<file path="config.mk">
export PLATFORM = sky130hd
export DESIGN_NAME = reg_access_arbiter_flat
export DESIGN_NICKNAME = d
export VERILOG_FILES = /design/src/rtl/reg_arb_pkg.sv /design/src/rtl/reg_access_arbiter_if.sv /design/src/rtl/reg_arb_rr2.sv /design/src/rtl/reg_access_arbiter.sv /design/src/flat_wrapper.sv
export SDC_FILE = /design/constraint.sdc
export NUM_CORES = 1
export LEC_CHECK = 0
export CAP_MARGIN = 20
export CORE_MARGIN = 8
export CORE_UTILIZATION = 40
export CTS_BUF_LIST = sky130_fd_sc_hd__clkbuf_4 sky130_fd_sc_hd__clkbuf_8
export DETAILED_ROUTE_END_ITERATION = 12
export PLACE_DENSITY = 0.79
export SYNTH_ARGS = -nofsm -noshare
export SYNTH_HDL_FRONTEND = slang
export SYNTH_SLANG_ARGS = --single-unit
</file>
<file path="constraint.sdc">
create_clock -name clk_reg -period 4.2 [get_ports clk_reg]
set_input_delay 1.05 -clock clk_reg [delete_from_list [all_inputs] [get_ports clk_reg]]
set_output_delay 1.05 -clock clk_reg [all_outputs]
set_load 0.005 [all_outputs]
</file>
<file path="src/rtl/reg_arb_pkg.sv">
// Shared types and defaults for the register-bus arbiter.
package reg_arb_pkg;

  localparam int DEF_ADDR_WIDTH     = 16;
  localparam int DEF_DATA_WIDTH     = 16;
  localparam int DEF_TIMEOUT_CYCLES = 15;

  typedef enum logic [1:0] {
    IDLE    = 2'd0,
    ISSUE   = 2'd1,
    WAIT_RD = 2'd2,
    RESP    = 2'd3
  } arb_state_e;

  typedef logic req_id_t;

  localparam req_id_t REQ_SPI = 1'b0;
  localparam req_id_t REQ_LOC = 1'b1;

  // Width of a counter that must reach cycles-1; never narrower than one bit.
  function automatic int cnt_width(input int cycles);
    return (cycles < 2) ? 1 : $clog2(cycles);
  endfunction

endpackage

</file>
<file path="src/rtl/reg_access_arbiter_if.sv">
// Shared control register bus: arbiter drives strobes/address/data, register banks return read data.
interface reg_access_arbiter_if #(
  parameter int ADDR_WIDTH = 16,
  parameter int DATA_WIDTH = 16
);

  logic                  o_bus_wr_en;
  logic                  o_bus_rd_en;
  logic [ADDR_WIDTH-1:0] ov_bus_addr;
  logic [DATA_WIDTH-1:0] ov_bus_wr_data;
  logic                  i_bus_rd_valid;
  logic [DATA_WIDTH-1:0] iv_bus_rd_data;

  modport master (
    output o_bus_wr_en,
    output o_bus_rd_en,
    output ov_bus_addr,
    output ov_bus_wr_data,
    input  i_bus_rd_valid,
    input  iv_bus_rd_data
  );

  modport slave (
    input  o_bus_wr_en,
    input  o_bus_rd_en,
    input  ov_bus_addr,
    input  ov_bus_wr_data,
    output i_bus_rd_valid,
    output iv_bus_rd_data
  );

endinterface

</file>
<file path="src/rtl/reg_arb_rr2.sv">
// Two-input round-robin pick; purely combinational, last grant is held by the parent.
module reg_arb_rr2
  import reg_arb_pkg::*;
(
  input  logic    i_req_spi,
  input  logic    i_req_loc,
  input  req_id_t i_last_grant,
  input  logic    i_en,
  output req_id_t o_grant,
  output logic    o_any_req
);

  always_comb begin
    o_grant = REQ_SPI;
    if (i_req_spi && i_req_loc) begin
      o_grant = (i_last_grant == REQ_SPI) ? REQ_LOC : REQ_SPI;
    end else if (i_req_loc) begin
      o_grant = REQ_LOC;
    end
  end

  assign o_any_req = i_en && (i_req_spi || i_req_loc);

endmodule

</file>
<file path="src/rtl/reg_access_arbiter.sv">
// Round-robin arbiter sharing the camera control register bus between the SPI host port and the init sequencer.
// Define REG_ARB_TIMEOUT_EN to enable the read timeout counter and the err outputs.
//
// state   | meaning
// IDLE    | no access in flight; arbitrate and latch the winner's request
// ISSUE   | one-cycle write or read strobe on the bus
// WAIT_RD | waiting for read-valid from the addressed register block
// RESP    | one-cycle ack to the granted requester
module reg_access_arbiter
  import reg_arb_pkg::*;
#(
  parameter int ADDR_WIDTH     = DEF_ADDR_WIDTH,
  parameter int DATA_WIDTH     = DEF_DATA_WIDTH,
  parameter int TIMEOUT_CYCLES = DEF_TIMEOUT_CYCLES
) (
  input  logic                  clk_reg,
  input  logic                  reset_reg,

  input  logic                  i_spi_req,
  input  logic                  i_spi_wr,
  input  logic [ADDR_WIDTH-1:0] iv_spi_addr,
  input  logic [DATA_WIDTH-1:0] iv_spi_wr_data,
  output logic                  o_spi_ack,
  output logic [DATA_WIDTH-1:0] ov_spi_rd_data,
  output logic                  o_spi_err,

  input  logic                  i_loc_req,
  input  logic                  i_loc_wr,
  input  logic [ADDR_WIDTH-1:0] iv_loc_addr,
  input  logic [DATA_WIDTH-1:0] iv_loc_wr_data,
  output logic                  o_loc_ack,
  output logic [DATA_WIDTH-1:0] ov_loc_rd_data,
  output logic                  o_loc_err,

  reg_access_arbiter_if.master  bus,

  output logic                  o_busy,
  output logic                  o_grant_spi
);

  if (TIMEOUT_CYCLES < 2) begin : g_bad_timeout
    $error("reg_access_arbiter: TIMEOUT_CYCLES must be at least 2");
  end

  arb_state_e            state_q, state_d;
  logic                  grant_spi_q, grant_spi_d;
  logic                  cur_wr_q, cur_wr_d;
  logic [ADDR_WIDTH-1:0] addr_q, addr_d;
  logic [DATA_WIDTH-1:0] wdata_q, wdata_d;
  logic                  wr_en_q, wr_en_d;
  logic                  rd_en_q, rd_en_d;
  logic                  spi_ack_q, spi_ack_d;
  logic                  loc_ack_q, loc_ack_d;
  logic [DATA_WIDTH-1:0] spi_rd_q, spi_rd_d;
  logic [DATA_WIDTH-1:0] loc_rd_q, loc_rd_d;
  logic                  busy_q, busy_d;
  logic [DATA_WIDTH-1:0] resp_data;
  req_id_t               pick_id;
  req_id_t               last_grant;
  logic                  any_req;

`ifdef REG_ARB_TIMEOUT_EN
  localparam int              CNT_W    = cnt_width(TIMEOUT_CYCLES);
  localparam logic [CNT_W-1:0] CNT_LAST = CNT_W'(TIMEOUT_CYCLES - 1);
  localparam logic [CNT_W-1:0] CNT_MAX  = '1;

  logic [CNT_W-1:0] cnt_q, cnt_d;
  logic             spi_err_q, spi_err_d;
  logic             loc_err_q, loc_err_d;
  logic             resp_err;
`endif

  // The grant flag doubles as the round-robin history and the id of the access in flight.
  assign last_grant = grant_spi_q ? REQ_SPI : REQ_LOC;

  reg_arb_rr2 u_rr2 (
    .i_req_spi    (i_spi_req),
    .i_req_loc    (i_loc_req),
    .i_last_grant (last_grant),
    .i_en         (state_q == IDLE),
    .o_grant      (pick_id),
    .o_any_req    (any_req)
  );

  always_comb begin
    state_d     = state_q;
    grant_spi_d = grant_spi_q;
    cur_wr_d    = cur_wr_q;
    addr_d      = addr_q;
    wdata_d     = wdata_q;
    wr_en_d     = 1'b0;
    rd_en_d     = 1'b0;
    spi_ack_d   = 1'b0;
    loc_ack_d   = 1'b0;
    spi_rd_d    = spi_rd_q;
    loc_rd_d    = loc_rd_q;
    resp_data   = '0;
`ifdef REG_ARB_TIMEOUT_EN
    cnt_d       = cnt_q;
    spi_err_d   = spi_err_q;
    loc_err_d   = loc_err_q;
    resp_err    = 1'b0;
`endif

    case (state_q)
      IDLE: begin
        if (any_req) begin
          state_d     = ISSUE;
          grant_spi_d = (pick_id == REQ_SPI);
          if (pick_id == REQ_SPI) begin
            cur_wr_d = i_spi_wr;
            addr_d   = iv_spi_addr;
            wdata_d  = iv_spi_wr_data;
          end else begin
            cur_wr_d = i_loc_wr;
            addr_d   = iv_loc_addr;
            wdata_d  = iv_loc_wr_data;
          end
          wr_en_d = cur_wr_d;
          rd_en_d = !cur_wr_d;
        end
      end

      ISSUE: begin
        if (cur_wr_q) begin
          state_d = RESP;
        end else begin
          state_d = WAIT_RD;
`ifdef REG_ARB_TIMEOUT_EN
          cnt_d   = '0;
`endif
        end
      end

      WAIT_RD: begin
        // A valid on the last allowed cycle still wins over the timeout.
        if (bus.i_bus_rd_valid) begin
          state_d   = RESP;
          resp_data = bus.iv_bus_rd_data;
`ifdef REG_ARB_TIMEOUT_EN
        end else if (cnt_q == CNT_LAST) begin
          state_d   = RESP;
          resp_data = '0;
          resp_err  = 1'b1;
        end else if (cnt_q != CNT_MAX) begin
          cnt_d = cnt_q + CNT_W'(1);
`endif
        end
      end

      RESP: begin
        state_d = IDLE;
      end

      default: begin
        state_d = IDLE;
      end
    endcase

    if (state_d == RESP) begin
      if (grant_spi_q) begin
        spi_ack_d = 1'b1;
        if (!cur_wr_q) spi_rd_d = resp_data;
      end else begin
        loc_ack_d = 1'b1;
        if (!cur_wr_q) loc_rd_d = resp_data;
      end
`ifdef REG_ARB_TIMEOUT_EN
      if (grant_spi_q) spi_err_d = resp_err;
      else             loc_err_d = resp_err;
`endif
    end

    busy_d = (state_d != IDLE);
  end

  always_ff @(posedge clk_reg or posedge reset_reg) begin
    if (reset_reg) begin
      state_q     <= IDLE;
      grant_spi_q <= 1'b0;
      cur_wr_q    <= 1'b0;
      addr_q      <= '0;
      wdata_q     <= '0;
      wr_en_q     <= 1'b0;
      rd_en_q     <= 1'b0;
      spi_ack_q   <= 1'b0;
      loc_ack_q   <= 1'b0;
      spi_rd_q    <= '0;
      loc_rd_q    <= '0;
      busy_q      <= 1'b0;
    end else begin
      state_q     <= state_d;
      grant_spi_q <= grant_spi_d;
      cur_wr_q    <= cur_wr_d;
      addr_q      <= addr_d;
      wdata_q     <= wdata_d;
      wr_en_q     <= wr_en_d;
      rd_en_q     <= rd_en_d;
      spi_ack_q   <= spi_ack_d;
      loc_ack_q   <= loc_ack_d;
      spi_rd_q    <= spi_rd_d;
      loc_rd_q    <= loc_rd_d;
      busy_q      <= busy_d;
    end
  end

`ifdef REG_ARB_TIMEOUT_EN
  always_ff @(posedge clk_reg or posedge reset_reg) begin
    if (reset_reg) begin
      cnt_q     <= '0;
      spi_err_q <= 1'b0;
      loc_err_q <= 1'b0;
    end else begin
      cnt_q     <= cnt_d;
      spi_err_q <= spi_err_d;
      loc_err_q <= loc_err_d;
    end
  end

  assign o_spi_err = spi_err_q;
  assign o_loc_err = loc_err_q;
`else
  assign o_spi_err = 1'b0;
  assign o_loc_err = 1'b0;
`endif

  assign o_spi_ack          = spi_ack_q;
  assign o_loc_ack          = loc_ack_q;
  assign ov_spi_rd_data     = spi_rd_q;
  assign ov_loc_rd_data     = loc_rd_q;
  assign o_busy             = busy_q;
  assign o_grant_spi        = grant_spi_q;
  assign bus.o_bus_wr_en    = wr_en_q;
  assign bus.o_bus_rd_en    = rd_en_q;
  assign bus.ov_bus_addr    = addr_q;
  assign bus.ov_bus_wr_data = wdata_q;

endmodule

</file>
<file path="src/flat_wrapper.sv">
// flat-port wrapper written by rule: the top's interface ports become plain ports
module reg_access_arbiter_flat import reg_arb_pkg::*;
#(
  parameter int ADDR_WIDTH     = DEF_ADDR_WIDTH,
  parameter int DATA_WIDTH     = DEF_DATA_WIDTH,
  parameter int TIMEOUT_CYCLES = DEF_TIMEOUT_CYCLES
)
  (clk_reg, reset_reg, i_spi_req, i_spi_wr, iv_spi_addr, iv_spi_wr_data, o_spi_ack, ov_spi_rd_data, o_spi_err, i_loc_req, i_loc_wr, iv_loc_addr, iv_loc_wr_data, o_loc_ack, ov_loc_rd_data, o_loc_err, o_busy, o_grant_spi, bus_o_bus_wr_en, bus_o_bus_rd_en, bus_ov_bus_addr, bus_ov_bus_wr_data, bus_i_bus_rd_valid, bus_iv_bus_rd_data);
  reg_access_arbiter_if #(.ADDR_WIDTH(ADDR_WIDTH), .DATA_WIDTH(DATA_WIDTH)) bus_i ();
  input  logic clk_reg;
  input  logic reset_reg;
  input  logic i_spi_req;
  input  logic i_spi_wr;
  input  logic [ADDR_WIDTH-1:0] iv_spi_addr;
  input  logic [DATA_WIDTH-1:0] iv_spi_wr_data;
  output logic o_spi_ack;
  output logic [DATA_WIDTH-1:0] ov_spi_rd_data;
  output logic o_spi_err;
  input  logic i_loc_req;
  input  logic i_loc_wr;
  input  logic [ADDR_WIDTH-1:0] iv_loc_addr;
  input  logic [DATA_WIDTH-1:0] iv_loc_wr_data;
  output logic o_loc_ack;
  output logic [DATA_WIDTH-1:0] ov_loc_rd_data;
  output logic o_loc_err;
  output logic o_busy;
  output logic o_grant_spi;
  output wire logic [$bits(bus_i.o_bus_wr_en)-1:0] bus_o_bus_wr_en;
  output wire logic [$bits(bus_i.o_bus_rd_en)-1:0] bus_o_bus_rd_en;
  output wire logic [$bits(bus_i.ov_bus_addr)-1:0] bus_ov_bus_addr;
  output wire logic [$bits(bus_i.ov_bus_wr_data)-1:0] bus_ov_bus_wr_data;
  input wire logic [$bits(bus_i.i_bus_rd_valid)-1:0] bus_i_bus_rd_valid;
  input wire logic [$bits(bus_i.iv_bus_rd_data)-1:0] bus_iv_bus_rd_data;
  assign bus_o_bus_wr_en = bus_i.o_bus_wr_en;
  assign bus_o_bus_rd_en = bus_i.o_bus_rd_en;
  assign bus_ov_bus_addr = bus_i.ov_bus_addr;
  assign bus_ov_bus_wr_data = bus_i.ov_bus_wr_data;
  assign bus_i.i_bus_rd_valid = bus_i_bus_rd_valid;
  assign bus_i.iv_bus_rd_data = bus_iv_bus_rd_data;
  reg_access_arbiter #(.ADDR_WIDTH(ADDR_WIDTH), .DATA_WIDTH(DATA_WIDTH), .TIMEOUT_CYCLES(TIMEOUT_CYCLES)) u_core (.clk_reg(clk_reg), .reset_reg(reset_reg), .i_spi_req(i_spi_req), .i_spi_wr(i_spi_wr), .iv_spi_addr(iv_spi_addr), .iv_spi_wr_data(iv_spi_wr_data), .o_spi_ack(o_spi_ack), .ov_spi_rd_data(ov_spi_rd_data), .o_spi_err(o_spi_err), .i_loc_req(i_loc_req), .i_loc_wr(i_loc_wr), .iv_loc_addr(iv_loc_addr), .iv_loc_wr_data(iv_loc_wr_data), .o_loc_ack(o_loc_ack), .ov_loc_rd_data(ov_loc_rd_data), .o_loc_err(o_loc_err), .bus(bus_i), .o_busy(o_busy), .o_grant_spi(o_grant_spi));
endmodule
</file>
==> out/results.ini <==
[timing]
max_freq_mhz = 326
fin_crit_ps = 3070
fin_skew_ps = 6.62
slew_viol_final = 0
tightest_slew_ps = 877
fin_crit_sh_pct = 73.0
setup-violations-final = 0
rsz0062_at_grt = false
relSlewSlack_pct = 41.5
final.setup.tns_ps = 0
finalHoldViolations = 0

[worst_setup_path]
rrSetupSlack_ps = 1820
start_kind = primary input
arrival_ps = 3280
regToRegEndpoint = u_core.ov_loc_rd_data[9]
worstPathCellList = clkdlybuf4s50_1 > and3b_1 > nor3b_4 > mux2_2
max_stage_delay_ps = 790
rr_worst_depth = 3
crit_family = simple AND/OR/NAND/NOR gates
endpoint_kind = flip-flop
r2r_start = u_core.state_q[0]
slowest_stage = nor3b_4
path_max_fanout = 19
crit_buf_inv = 1
critPathRequiredTime_ps = 4420
critical_path_class = primary input to flip-flop

[cells_and_area]
diodes = 0
layout-drive-gt1-share_pct = 11.2
fin_util_pct = 63.5
nNetsFinal = 539
synthToLayoutAreaGrowth_pct = 56.4

[floorplan]
pin_count = 159
die_w_um = 107
start_util_pct = 40.6
die_h_um = 107
num_rows = 33
die-area_sq_um = 11400
core_area_sq_um = 8090

[global_route]
grt_pass1_vias = 3293
antenna_found_initial = 0
grt_pass1_wl_mm = 16.8
grt_use_total_pct = 18.3
overflow = 0
grt_max_degree = 37

[yosys]
avgSynthCellArea_sq_um = 10.7
synth.area.top_cells = dfrtp_1 56%, mux2_2 7.5%, a31oi_1 6.7%
yosysTopAreaCell = dfrtp_1
synth_cell_types = 24
yosysTopAreaCellShare_pct = 55.6
ys_seq_area_share_pct = 55.6
netlist_area_sq_um = 3280
ys_seq_elements = 73
syn_inst = 308
yosysWarnings = 0

[power_and_ir_drop]
power_density_nw_per_um2 = 645
peakVddDrop_v = 0.000261
p_leak_nw = 2.16

[clock_tree]
cts_tree = built
root_buffer = clkbuf_8
clk-insertion-delay-late_ps = 340
cts.sinks = 73
hold_buffers = 0
path_clk_slew_ps = 80
post_cts.repair.setup_buffers = 0
cts-htree-levels = 3
clockBufferDepth = 2
cts_resized = 0
cts_buffers = 9

[run]
cap_violations = 0

[min_path]
hp-start = u_core.ov_loc_rd_data[0]
min_to = u_core.ov_loc_rd_data[0]
hold_depth = 1
hold_path.class = flip-flop to flip-flop

[routing]
routed_wl_mm = 10.3
drt_iter0_drc = 140
drc = 0
ant_nets = 0
num_vias = 3029
first_pass_iters = 4
routedWlPerCell_um = 18.4
vias_per_cell = 5.39

[place]
gp_congestion = 0.772
dpl.hpwl_mm = 7.67
io_buffers = 156

[status]
status = finished clean

cells in the final DEF, fill, tap and decap left out, types with 2 or more instances in the layout:
master           count
a21oi_1             35
a31oi_1             35
and2_1              17
buf_4                7
bufinv_16            2
clkbuf_8             9
clkdlybuf4s50_1    156
conb_1               2
dfrtp_1             73
inv_1                2
mux2_1              10
mux2_2              22
nand2_1              2
nand2b_1             2
nand3_1             33
o21ai_0             33
synthesized netlist by cell type (all sizes together):
library cell	count
or2	1
and3	1
inv	3
conb	1
nand2	2
and2	17
nand3b	1
o21ai	33
nand2b	2
xor2	1
nor2	2
a31oi	35
a21oi	35
nand3	33
nor3b	1
and3b	1
buf	13
clkbuf	19
nor2b	2
dfrtp	73
mux2	32
metrics by stage:
step	worst slack [ps]	area, sq um	instances	total power [W]	hold slack [ps]
floorplan	1300	3290	309	0.00181	483
global placement	833	4890	545	0.00267	469
detailed placement	774	4910	546	0.00273	476
CTS	1110	5140	562	0.00336	494
global route	956	5140	562	0.00354	517
finish	1130	5140	562	0.00331	492
worst max-delay path by stage:
stage                             startpoint                  endpoint  slack [ps]  cells after the start
after global routing      bus_i_bus_rd_valid  u_core.ov_loc_rd_data[8]         960                      4
after floorplan                    reset_reg    u_core.bus.o_bus_rd_en        1300                      1
after detailed placement  bus_i_bus_rd_valid  u_core.ov_loc_rd_data[9]         770                      4
final                     bus_i_bus_rd_valid  u_core.ov_loc_rd_data[9]        1130                      4
after global placement    bus_i_bus_rd_valid  u_core.ov_loc_rd_data[6]         830                      4
after CTS                 bus_i_bus_rd_valid  u_core.ov_loc_rd_data[9]        1110                      4
cells by family (layout without fill, tap and decap cells):
family | count (synthesis) | after routing | synth area share, %
XOR/XNOR | 1 | 1 | 0.267
buffers and inverters | 35 | 183 | 4.92
multiplexers | 32 | 32 | 11.0
AO/OA/AOI/OAI | 103 | 103 | 17.0
other | 1 | 2 | 0.114
flip-flops | 73 | 73 | 55.6
AND/OR/NAND/NOR | 63 | 63 | 11.1
state kept, by name, summed over array words and instances, names as in the netlist:
| name | cells |
|---|---|
| u_core.cur_wr_q | 1 |
| u_core.bus.ov_bus_addr | 16 |
| u_core.bus.o_bus_rd_en | 1 |
| u_core.o_loc_ack | 1 |
| u_core.o_spi_ack | 1 |
| u_core.bus.o_bus_wr_en | 1 |
| u_core.bus.ov_bus_wr_data | 16 |
| u_core.state_q | 2 |
| u_core.o_busy | 1 |
| u_core.ov_spi_rd_data | 16 |
| u_core.ov_loc_rd_data | 16 |
| u_core.o_grant_spi | 1 |
worst reg2reg max path, stage by stage, from the launching register on:
cell and delay [ps]:
dfrtp_1 430, and3b_1 620, nor3b_4 790, mux2_2 420
area by class of cell:
type | count | area (sq um)
Sequential cell | 73 | 1830
Inverter | 3 | 11.3
Tap cell | 105 | 131
Timing Repair Buffer | 164 | 1640
Multi-Input combinational cell | 201 | 1300
Fill cell | 694 | 2960
Clock buffer | 10 | 131
Clock inverter | 6 | 90.1
power breakdown:
group	internal (W)	switching, W
sequential	0.00103	0.000197
clock	0.000343	0.000267
combinational	0.000887	0.000585
total	0.00226	0.00105
metal layers:
metal	track usage [%]	routed length, um	vias up
met5	0	0	-
met4	5.73	127	0
met3	6.90	1050	13
met2	29.1	4950	160
met1	22.4	4220	1458
li1	-	-	1398
Note: power is estimated with default switching activity, not from simulation.
